**src/rtl/wm_pack_pkg.sv**
```systemverilog
// wm_pack_pkg: shared types and default geometry for the watermark pixel packer.
package wm_pack_pkg;
    localparam int AMBA_WORD  = 16;
    localparam int DATA_DEPTH = 8;
    localparam int PPW        = AMBA_WORD / DATA_DEPTH;

    typedef enum logic [1:0] {IDLE, FILL, FULL} pack_state_t;

    typedef struct packed {
        logic                 last;
        logic [PPW-1:0]       keep;
        logic [AMBA_WORD-1:0] data;
    } fifo_entry_t;
endpackage

```
**src/rtl/wm_sync_fifo.sv**
```systemverilog
// wm_sync_fifo: first-word-fall-through FIFO; head reads as zero while empty.
module wm_sync_fifo #(
    parameter int Width = 8,
    parameter int Depth = 8
) (
    input  logic             clk,
    input  logic             rst,
    input  logic             push,
    input  logic             pop,
    input  logic [Width-1:0] din,
    output logic             full,
    output logic             empty,
    output logic [Width-1:0] dout
);
    localparam int AW = $clog2(Depth);

    logic [Width-1:0] mem [Depth];
    logic [AW:0]      wr_ptr, rd_ptr;
    logic             do_push, do_pop;

    assign empty   = wr_ptr == rd_ptr;
    assign full    = (wr_ptr[AW] != rd_ptr[AW]) && (wr_ptr[AW-1:0] == rd_ptr[AW-1:0]);
    assign do_pop  = pop && !empty;
    // A full FIFO still accepts a push when the head leaves in the same cycle.
    assign do_push = push && (!full || do_pop);
    assign dout    = empty ? '0 : mem[rd_ptr[AW-1:0]];

    always_ff @(posedge clk)
        if (do_push) mem[wr_ptr[AW-1:0]] <= din;

    always_ff @(posedge clk or posedge rst)
        if (rst) begin
            wr_ptr <= '0;
            rd_ptr <= '0;
        end else begin
            wr_ptr <= wr_ptr + (AW+1)'(do_push);
            rd_ptr <= rd_ptr + (AW+1)'(do_pop);
        end
endmodule

```
**src/rtl/wm_pixel_packer.sv**
```systemverilog
// wm_pixel_packer: packs watermark-core pixels into AMBA words, queues them with
// frame-end marking, and reports per-frame pixel totals and sticky overflow.
module wm_pixel_packer import wm_pack_pkg::*; #(
    parameter int Amba_Word  = AMBA_WORD,
    parameter int Data_Depth = DATA_DEPTH,
    parameter int Fifo_Depth = 8,
    parameter int Cnt_Width  = 24
) (
    input  logic                              clk,
    input  logic                              rst,
    input  logic                              new_pixel,
    input  logic [Data_Depth-1:0]             Pixel_Data,
    input  logic                              Image_Done,
    output logic                              out_valid,
    input  logic                              out_ready,
    output logic [Amba_Word-1:0]              out_data,
    output logic [Amba_Word/Data_Depth-1:0]   out_keep,
    output logic                              out_last,
    output logic [Cnt_Width-1:0]              frame_pixels,
    output logic                              frame_done,
    output logic                              overflow
);
    localparam int LANES = Amba_Word / Data_Depth;
    localparam int LW    = LANES > 1 ? $clog2(LANES) : 1;
    localparam int EW    = 1 + LANES + Amba_Word;

    pack_state_t          state;
    logic [LW-1:0]        lane, idx;
    logic [Amba_Word-1:0] pack, data_a;
    logic [LANES-1:0]     keep_r, keep_a;
    logic [Cnt_Width-1:0] cnt, cnt_a;
    logic [EW-1:0]        pend_word, fin_word, push_word, head;
    logic                 pend, fresh, push_held, push, pop, full, empty;

    // Word as it stands after this cycle's pixel; FULL restarts at lane 0.
    always_comb begin
        fresh = state != FILL;
        idx   = fresh ? '0 : lane;
        data_a = pack;
        for (int l = 0; l < LANES; l++)
            data_a[l*Data_Depth +: Data_Depth] = !new_pixel ? pack[l*Data_Depth +: Data_Depth] :
                (idx == LW'(l)) ? Pixel_Data : fresh ? '0 : pack[l*Data_Depth +: Data_Depth];
        keep_a    = !new_pixel ? keep_r : (fresh ? '0 : keep_r) | (LANES'(1) << idx);
        push_held = new_pixel && state == FULL;
        fin_word  = {1'b1, keep_a, data_a};
        push      = pend || push_held || Image_Done;
        push_word = pend ? pend_word : push_held ? {1'b0, {LANES{1'b1}}, pack} : fin_word;
        cnt_a     = cnt + Cnt_Width'(new_pixel);
        pop       = !empty && out_ready;
    end

    always_ff @(posedge clk or posedge rst)
        if (rst) begin
            state        <= IDLE;
            lane         <= '0;
            pack         <= '0;
            keep_r       <= '0;
            cnt          <= '0;
            pend         <= 1'b0;
            pend_word    <= '0;
            frame_pixels <= '0;
            frame_done   <= 1'b0;
            overflow     <= 1'b0;
        end else begin
            // Held word and the frame-final word collide: the final one goes next cycle.
            pend       <= push_held && Image_Done;
            pend_word  <= fin_word;
            frame_done <= Image_Done;
            overflow   <= overflow || (push && full && !pop);
            cnt        <= Image_Done ? '0 : cnt_a;
            if (Image_Done) frame_pixels <= cnt_a;
            if (Image_Done) begin
                state  <= IDLE;
                lane   <= '0;
                pack   <= '0;
                keep_r <= '0;
            end else if (new_pixel) begin
                state  <= &keep_a ? FULL : FILL;
                lane   <= &keep_a ? '0 : idx + LW'(1);
                pack   <= data_a;
                keep_r <= keep_a;
            end
        end

    wm_sync_fifo #(.Width(EW), .Depth(Fifo_Depth)) u_fifo (
        .clk   (clk),
        .rst   (rst),
        .push  (push),
        .pop   (pop),
        .din   (push_word),
        .full  (full),
        .empty (empty),
        .dout  (head)
    );

    assign out_valid = !empty;
    assign {out_last, out_keep, out_data} = head;
endmodule

```
**config.mk**
```make
export PLATFORM = sky130hd
export DESIGN_NAME = wm_pixel_packer
export DESIGN_NICKNAME = d
export VERILOG_FILES = /design/src/rtl/wm_pack_pkg.sv /design/src/rtl/wm_sync_fifo.sv /design/src/rtl/wm_pixel_packer.sv
export SDC_FILE = /design/constraint.sdc
export NUM_CORES = 1
export LEC_CHECK = 0
export BUFFER_PORTS_ARGS = -buffer_cell sky130_fd_sc_hd__buf_2
export CAP_MARGIN = 20
export CELL_PAD_IN_SITES_DETAIL_PLACEMENT = 1
export CELL_PAD_IN_SITES_GLOBAL_PLACEMENT = 1
export CORE_MARGIN = 4
export CORE_UTILIZATION = 40
export DETAILED_ROUTE_END_ITERATION = 10
export GPL_ROUTABILITY_DRIVEN = 0
export PLACE_DENSITY = 0.63
export SLEW_MARGIN = 10
export SYNTH_ARGS = -nofsm -noshare
export SYNTH_HDL_FRONTEND = slang
export SYNTH_SLANG_ARGS = --single-unit
```
**constraint.sdc**
```tcl
create_clock -name clk -period 7.5 [get_ports clk]
set_clock_uncertainty 0.2 [all_clocks]
set_input_delay 1.125 -clock clk [delete_from_list [all_inputs] [get_ports clk]]
set_output_delay 1.125 -clock clk [all_outputs]
set_load 0.03 [all_outputs]
```
== Word-level counts from Yosys, hierarchy flattened ==
Memory sizes are Yosys's and may differ from the RTL's.
Index checks and enable logic that the tools add are counted.

* Register bits: 99
* Latch bits: 0
* RAM bits: 152
* ROM bits: 0
* Input port bits: 13
* Output and inout bits: 46
* Logic and storage cells: 66
* Memories: 1

{| class="wikitable"
|+ Memory list
! memory !! words !! width !! rd ports !! clocked after memory_dff !! wr ports !! line !! text
|-
| u_fifo.mem || 8 || 19 || 1 || 0 || 1 || wm_sync_fifo.sv:17 || <nowiki>logic [Width-1:0] mem [Depth];</nowiki>
|}

* Add/subtract/negate cells: 4
* Multiply operators: 0
* Divide/modulo/power cells: 0
* Order comparisons: 0
* Equal/unequal tests: 5
* Shift-type cells: 1
* Multiplexer cells: 25
* Bitwise operators: 1
* Reductions and logical operators: 17

{| class="wikitable"
|+ Operator list
! kind !! count
|-
| 2-to-1 mux 19 bit || 3
|-
| 2-to-1 mux 8 bit || 6
|-
| 2-to-1 mux 16 bit || 2
|-
| adder 24 x 1 -> 24 bit || 1
|-
| 2-to-1 mux 24 bit || 1
|-
| 2-to-1 mux 2 bit || 7
|-
| adder 4 x 1 -> 4 bit || 2
|-
| logical AND 1 bit || 8
|-
| 2-to-1 mux 1 bit || 6
|-
| == test 4 bit || 1
|-
| logical OR 1 bit || 4
|-
| == test 3 bit || 1
|-
| logical NOT 1 bit || 3
|-
| == test 2 bit, second input constant || 1
|-
| inequality test 2 x 1 -> 1 bit, second input constant || 1
|-
| bitwise OR 2 bit || 1
|-
| AND reduction 2 bit || 1
|-
| nonzero test 2 bit || 1
|-
| << shifter 1 x 1 -> 2 bit, first input constant || 1
|-
| adder 1 bit, second input constant || 1
|-
| inequality test 1 bit || 1
|}

== Longest topological paths before layout ==
Gate-level depths: netlist (run 1).

* Depth in word-level cells: 9
* Gate-level depth with buffers: 8
* Depth with buffers taken out: 7

== Modules after synthesis ==
A second synthesis (run 1) with hierarchy kept.

* Cell total of the unflattened synthesis: 746
* Area, all modules: 10324.9 um^2

{| class="wikitable"
|+ By module, submodules not included
! module !! times used !! cells each !! area an instance (um^2) !! sequential area each (um^2)
|-
| wm_sync_fifo || 1 || 360 || 6388.6 || 4764.6
|-
| wm_pixel_packer || 1 || 386 || 3936.3 || 2277.2
|}

== Worst setup path after synthesis (run 1) ==
Ideal clock, no wire load.

* Path kind: input to register
* Start point: in new_pixel
* End point: mem u_fifo.mem[1][0] (netlist name) (enable)
* Setup time: 0.419 ns
* Arrival: 2.999 ns
* Required time: 6.881 ns
* Path slack: 3.882 ns
* Stages: 4
* Path buffers: 0
* Path through: and3b_1 > or3_1 > o311ai_0 > nor3_1

* Word-level cells in the longest chain between the ends: 6

{| class="wikitable"
|+ Ends and longest elaborated chain
! element !! line !! text
|-
| start: declaration || wm_pixel_packer.sv:11 || <nowiki>input logic new_pixel,</nowiki>
|-
| logical AND 1 bit || wm_pixel_packer.sv:44 || <nowiki>push_held = new_pixel && state == FULL;</nowiki>
|-
| logical OR 1 bit (2 in series) || wm_pixel_packer.sv:46 || <nowiki>push = pend || push_held || Image_Done;</nowiki>
|-
| logical AND 1 bit || wm_sync_fifo.sv:25 || <nowiki>assign do_push = push && (!full || do_pop);</nowiki>
|-
| 2-to-1 mux 1 bit || wm_sync_fifo.sv:29 || <nowiki>if (do_push) mem[wr_ptr[AW-1:0]] <= din;</nowiki>
|-
| 2-to-1 mux 1 bit (implied by the code) || wm_sync_fifo.sv:29 ||
|-
| end: declaration || wm_sync_fifo.sv:17 ||
|}

Every way passes these cells.

== Worst setup path in the final report (run 1) ==
* Start point: reg u_fifo.rd_ptr[0]
* End point: out out_data[7]

* Word-level cells in the longest chain between the ends: 2
* Elaborated cells on any way between the ends: 3
* Those cells by class: eq/ne (1); mux (1); memory (1)

{| class="wikitable"
|+ Ends and longest elaborated chain
! element !! line !! text
|-
| start: declaration || wm_sync_fifo.sv:18 || <nowiki>logic [AW:0] wr_ptr, rd_ptr;</nowiki>
|-
| start signal: assignment || wm_sync_fifo.sv:37 || <nowiki>rd_ptr <= rd_ptr + (AW+1)'(do_pop);</nowiki>
|-
| memory (8 x 19 bit) / == test 4 bit (equally long branches) || -- ||
|-
| 2-to-1 mux 19 bit (*) || wm_sync_fifo.sv:26 || <nowiki>assign dout = empty ? '0 : mem[rd_ptr[AW-1:0]];</nowiki>
|-
| end: declaration || wm_pixel_packer.sv:16 || <nowiki>output logic [Amba_Word-1:0] out_data,</nowiki>
|}

Mark *: on every way between the ends. The rest lies on a longest branch, timed or not.

==> results_dict.tcl, run 1 <==
set metrics [dict create \
    yosys.cell_types.count 43 \
    worstPathMaxFanout 30 \
    ys_async_sr_fraction_pct 39.44 \
    cts_buffers 27 \
    holdCritPathClass "register to register" \
    core_mm2 0.02453 \
    synth-main-ff-cell "edfxtp_1" \
    worstPathArrival_ns 2.79 \
    peakVddDrop_mv 0.1808 \
    critPathLaunch "u_fifo.rd_ptr[0]" \
    cts_max_path_buffers 3 \
    grt_max_degree 95 \
    status "completed" \
    dr.pass1.iters 4 \
    instances_no_fill 1082 \
    worst_pin_slew_ns 1.041 \
    clock.fmax_mhz 243.2 \
    area_growth_pct 15.71 \
    finalCriticalPeriod_ns 4.111 \
    worstPathRequired_ns 6.17 \
    ys_ff_latch 251 \
    initial_utilization_pct 41.13 \
    drv_cap 0 \
    place_hpwl_um 13570 \
    finalSetupViolations 0 \
    critPathCaptureType "primary output" \
    rows 57 \
    clock_sinks 251 \
    place_area_mm2 0.01074 \
    relSlewSlack_pct 29.85 \
    finalCritPeriodShare_pct 54.82 \
    synthTopCellsByArea "edfxtp_1, dfrtp_1, mux4_2, nor2_1, mux2i_1" \
    hold_path_startpoint "overflow" \
    criticalPathCategory "register to primary output" \
    ctsRootBufferMaster "clkbuf_16" \
    synth_top_area_share_pct 45.23 \
    io_buffers 58 \
    cts_tree "done" \
    reg2reg_to "u_fifo.mem[1][9]" \
    fin_tns_setup_ns 0 \
    finalInstanceArea_mm2 0.01168 \
    avgSynthCellArea_um2 15.04 \
    reg2reg_depth 2 \
    reg2reg_slack_ns 4.66 \
    fin_nets 756 \
    htree_levels 1 \
    via_per_inst 5.282 \
    syn-num-nets 690 \
    post_drt_wl_per_cell_um 20.02 \
    post_cts_buffers 0 \
    antenna_found_initial 0 \
    final_cell_mix "edfxtp_1, dfrtp_1, nor2_1" \
    ant_nets 0 \
    drc 0 \
    synth-edff-count 152 \
    final_common_cell "edfxtp_1" \
    drt_iter0_drc 274 \
    rsz0062_at_grt "false" \
    drive_gt1_share_pct 21.64 \
    cts_hold_buf 0 \
    track_usage_pct 15.76 \
    clock_latency_ns 0.52 \
    cp-start-kind "register" \
    timing.rr.start "pend" \
    die_area_mm2 0.02783 \
    globalRouteOverflowTotal 0 \
    grt_pass1_vias 6293 \
    yosysSeqAreaShare_pct 69.78 \
    die_x_um 166.8 \
    grt_pass1_wl_um 35220 \
    vias 5715 \
    finalHoldViolations 0 \
    dieHeight_um 166.8 \
    worstHoldPathCells 1 \
    cts_resized 0 \
    syn-cell-area_mm2 0.01009 \
    power.leakage_nw 4.572 \
    holdPathEnd "overflow" \
    clk_pin_slew_worst_paths_ns 0.06 \
    place_inst 1029 \
    diodes 0 \
    synth_area_leader_cell "edfxtp_1" \
    synth_warnings 0 \
    p_per_area_mw_per_mm2 367.6 \
    slew_viol_final 0 \
    num_io_pins 59 \
    synth_cells 671 \
    drt-total-wl_um 21670 \
]
[final cells by class]
cell class	count	area [um2]
Fill cell	2473	12860
Sequential cell	251	7043
Multi-Input combinational cell	369	2844
Clock buffer	32	694.4
Timing Repair Buffer	74	415.4
Tap cell	324	405.4
Clock inverter	18	219.0
Inverter	14	55.05
[routing by layer]
layer  part of all wire, %  global-route usage [%]  vias up
met5                     0                       0        -
met4                   2.0                   3.949        0
met3                   3.8                   2.181       33
met2                    50                   26.26      113
met1                    45                   22.10     2921
li1                      -                       -     2648
[worst max path at each step]
stage                                   end  slack (ns)
after global routing            out_data[7]        3.16
after detailed placement  u_fifo.mem[1][14]        3.71
final                           out_data[7]        3.39
after global placement     u_fifo.mem[4][6]        3.82
after floorplan                      cnt[0]        3.58
after CTS                       out_data[3]        3.20
[Yosys cell counts, types with 4 or more instances]
cell type,n
edfxtp_1,152
a21oi_1,25
nand3_1,12
dfrtp_1,99
nand4_1,4
mux2i_1,19
xnor2_1,8
nand2b_1,5
a211oi_1,8
or3_1,10
a22oi_1,8
o21ai_0,27
mux4_2,38
clkbuf_1,25
a21o_1,9
and3_1,12
nor3_1,4
nand2_1,26
nor2_1,77
nor2b_1,15
mux2_2,5
ha_1,6
buf_2,5
xor2_1,11
a31oi_1,19
inv_1,13
[report_power, final]
| group | switching, mW | total (mW) | internal, mW |
|---|---|---|---|
| Clock | 0.517 | 1.35 | 0.833 |
| Combinational | 0.753 | 1.20 | 0.449 |
| Sequential | 0.0836 | 1.74 | 1.66 |
[per-stage QoR]
stage | total power [mW] | hold WS (ns) | setup slack, ns | util, %
2_1_floorplan | 2.628 | 0.2597 | 3.585 | -
3_3_place_gp | 2.951 | 0.2556 | 3.816 | 43.76
3_5_place_dp | 2.994 | 0.2540 | 3.711 | 43.76
4_1_cts | 4.365 | 0.2721 | 3.202 | 47.48
5_1_grt | 4.527 | 0.3072 | 3.157 | 47.59
6_report | 4.292 | 0.2669 | 3.389 | 47.59
[worst max-delay path, cell delays in order, from the launching register on]
cell,delay [ns]
dfrtp_2,0.59
buf_4,0.59
mux4_2,0.57
mux2i_1,0.25
nor2_1,0.07
buf_2,0.18
[state kept, by name, summed over array words and instances (netlist names)]
signal and flops:
keep_r 2, overflow 1, pend_word 19, frame_done 1, u_fifo.mem 152, lane 1
pack 16, u_fifo.wr_ptr 4, u_fifo.rd_ptr 4, pend 1, cnt 24, frame_pixels 24
state 2
[logic make-up after synthesis]
| logic type | count (synthesis) | synth area share, % |
|---|---|---|
| flip-flops | 251 | 69.78 |
| XOR/XNOR | 19 | 1.649 |
| adder cells (fa/ha/maj) | 6 | 0.7439 |
| other | 1 | 0.03716 |
| AO/OA/AOI/OAI | 103 | 6.150 |
| buffers and inverters | 51 | 2.157 |
| AND/OR/NAND/NOR | 178 | 8.555 |
| multiplexers | 62 | 10.92 |
Power figures use the tool's default switching activity.
==> run 2, diff against run 1 <==
- PLACE_DENSITY: 0.63 -> 0.66
- clock period: 7.5 -> 3.71 ns (I/O delays scaled with it)
==> results_dict.tcl, run 2 (same netlist as run 1, synthesis figures left out) <==
set metrics [dict create \
    worstPathMaxFanout 40 \
    diodes 0 \
    dr.pass1.iters 4 \
    crit_family "buffers and inverters" \
    reg2reg_depth 6 \
    io_buffers 58 \
    peakVddDrop_mv 0.3719 \
    dieHeight_um 166.8 \
    cts_buffers 26 \
    slowest_delay_ns 0.49 \
    multi_input_area_mm2 0.002844 \
    rows 57 \
    status "completed" \
    dpl_worst_slack_ns 0.6771 \
    finalCritPeriodShare_pct 82.21 \
    holdCritPathClass "input port to register" \
    core_mm2 0.02453 \
    finalSetupViolations 0 \
    post_drt_wl_per_cell_um 19.96 \
    worstPathArrival_ns 2.29 \
    criticalPathCategory "register to primary output" \
    worstHoldPathCells 3 \
    holdPathEnd "pend_word[15]" \
    ctsRootBufferMaster "clkbuf_16" \
    fin_tns_setup_ns 0 \
    drc 0 \
    area_growth_pct 16.19 \
    htree_levels 1 \
    grt_pass1_vias 6288 \
    holdWs_ns 0.1513 \
    clock_sinks 251 \
    p_total_mw 8.682 \
    num_io_pins 59 \
    clk_pin_slew_worst_paths_ns 0.06 \
    finalHoldViolations 0 \
    fin_nets 761 \
    finalCriticalPeriod_ns 3.050 \
    power.leakage_nw 4.595 \
    critPathCaptureType "primary output" \
    worst_pin_slew_ns 1.022 \
    p_per_area_mw_per_mm2 740.4 \
    cts_tree "done" \
    layout_setup_ws_ns 0.6599 \
    register_area_mm2 0.007043 \
    cts_max_path_buffers 3 \
    largest_reg_flops 152 \
    place_hpwl_um 14120 \
    drt_iter0_drc 315 \
    die_x_um 166.8 \
    post-route-util_pct 47.79 \
    slew_viol_final 0 \
    nFillCells 2468 \
    final_cell_mix "edfxtp_1, dfrtp_1, nor2_1" \
    drt-total-wl_um 21680 \
    antenna_found_initial 1 \
    ant_nets 0 \
    final_common_cell "edfxtp_1" \
    reg2reg_to "u_fifo.mem[2][1]" \
    clock.fmax_mhz 327.9 \
    grt_pass1_wl_um 35600 \
    die_area_mm2 0.02783 \
    relSlewSlack_pct 31.03 \
    globalRouteOverflowTotal 0 \
    timing.rr.start "u_fifo.rd_ptr[0]" \
    cp-start-kind "register" \
    worstPathRequired_ns 2.95 \
    reg2reg_slack_ns 0.96 \
    drv_cap 0 \
    drive_gt1_share_pct 21.92 \
    track_usage_pct 15.73 \
    cp.buffers_inverters 2 \
    via_per_inst 5.249 \
    clock_latency_ns 0.53 \
    vias 5700 \
    hold_path_startpoint "Pixel_Data[7]" \
    cp_slowest_cell "buf_4" \
    grt_max_degree 94 \
    initial_utilization_pct 41.13 \
    crit_path_cell_trace "buf_4 > mux4_2 > mux2i_1 > nor2_1 > buf_2" \
    rsz0062_at_grt "false" \
]
## run 2: cell type report
cell class	instances	share of cell area, %
flip-flops and latches	251	60.07
multi-input cells	369	24.26
clock buffers	34	6.243
repair buffers	80	4.012
well taps	324	3.457
clock inverters	14	1.494
inverters	14	0.4695
## run 2: through the flow
stage / std cells / instance area (um2)
after floorplan: 671 / 10090
after global placement: 1032 / 10780
after detailed placement: 1032 / 10780
after CTS: 1081 / 11700
after global routing: 1086 / 11730
final: 1086 / 11730
## run 2: where the power goes
group | leakage (nW) | total, mW | internal, mW | switching, mW
clock network | 0.434 | 2.71 | 1.67 | 1.05
registers | 2.66 | 3.50 | 3.35 | 0.151
logic | 1.50 | 2.47 | 0.924 | 1.54
## run 2: worst max-delay path by stage
stage,from,to,cells past startpoint,slack [ns]
after floorplan,rst,cnt[0],1,0.36
after global placement,new_pixel,u_fifo.mem[7][9],6,0.79
after detailed placement,new_pixel,u_fifo.mem[4][9],6,0.68
after CTS,u_fifo.rd_ptr[1],out_keep[0],5,0.62
after global routing,u_fifo.rd_ptr[1],out_keep[0],5,0.51
final,u_fifo.rd_ptr[1],out_data[5],5,0.66
## run 2: metal layers
layer	up-vias	share of wire (%)	track usage (%)
met4	2	1.6	3.629
met1	2921	47	22.04
met5	-	0.032	0
met2	86	48	26.21
met3	36	3.2	2.418
li1	2655	-	-
## run 2: what timing repair did
item,CTS,global route
setup buffers,0,0
gates resized for setup,0,0
hold buffers,1,0
endpoints found under the hold margin,9,0
endpoints found under the setup margin,0,0
## run 2: worst min-delay path: cells and delay by family
kind	cells	cell delay [ns]
AO/OA/AOI/OAI	1	0.12
buffers and inverters	2	0.17
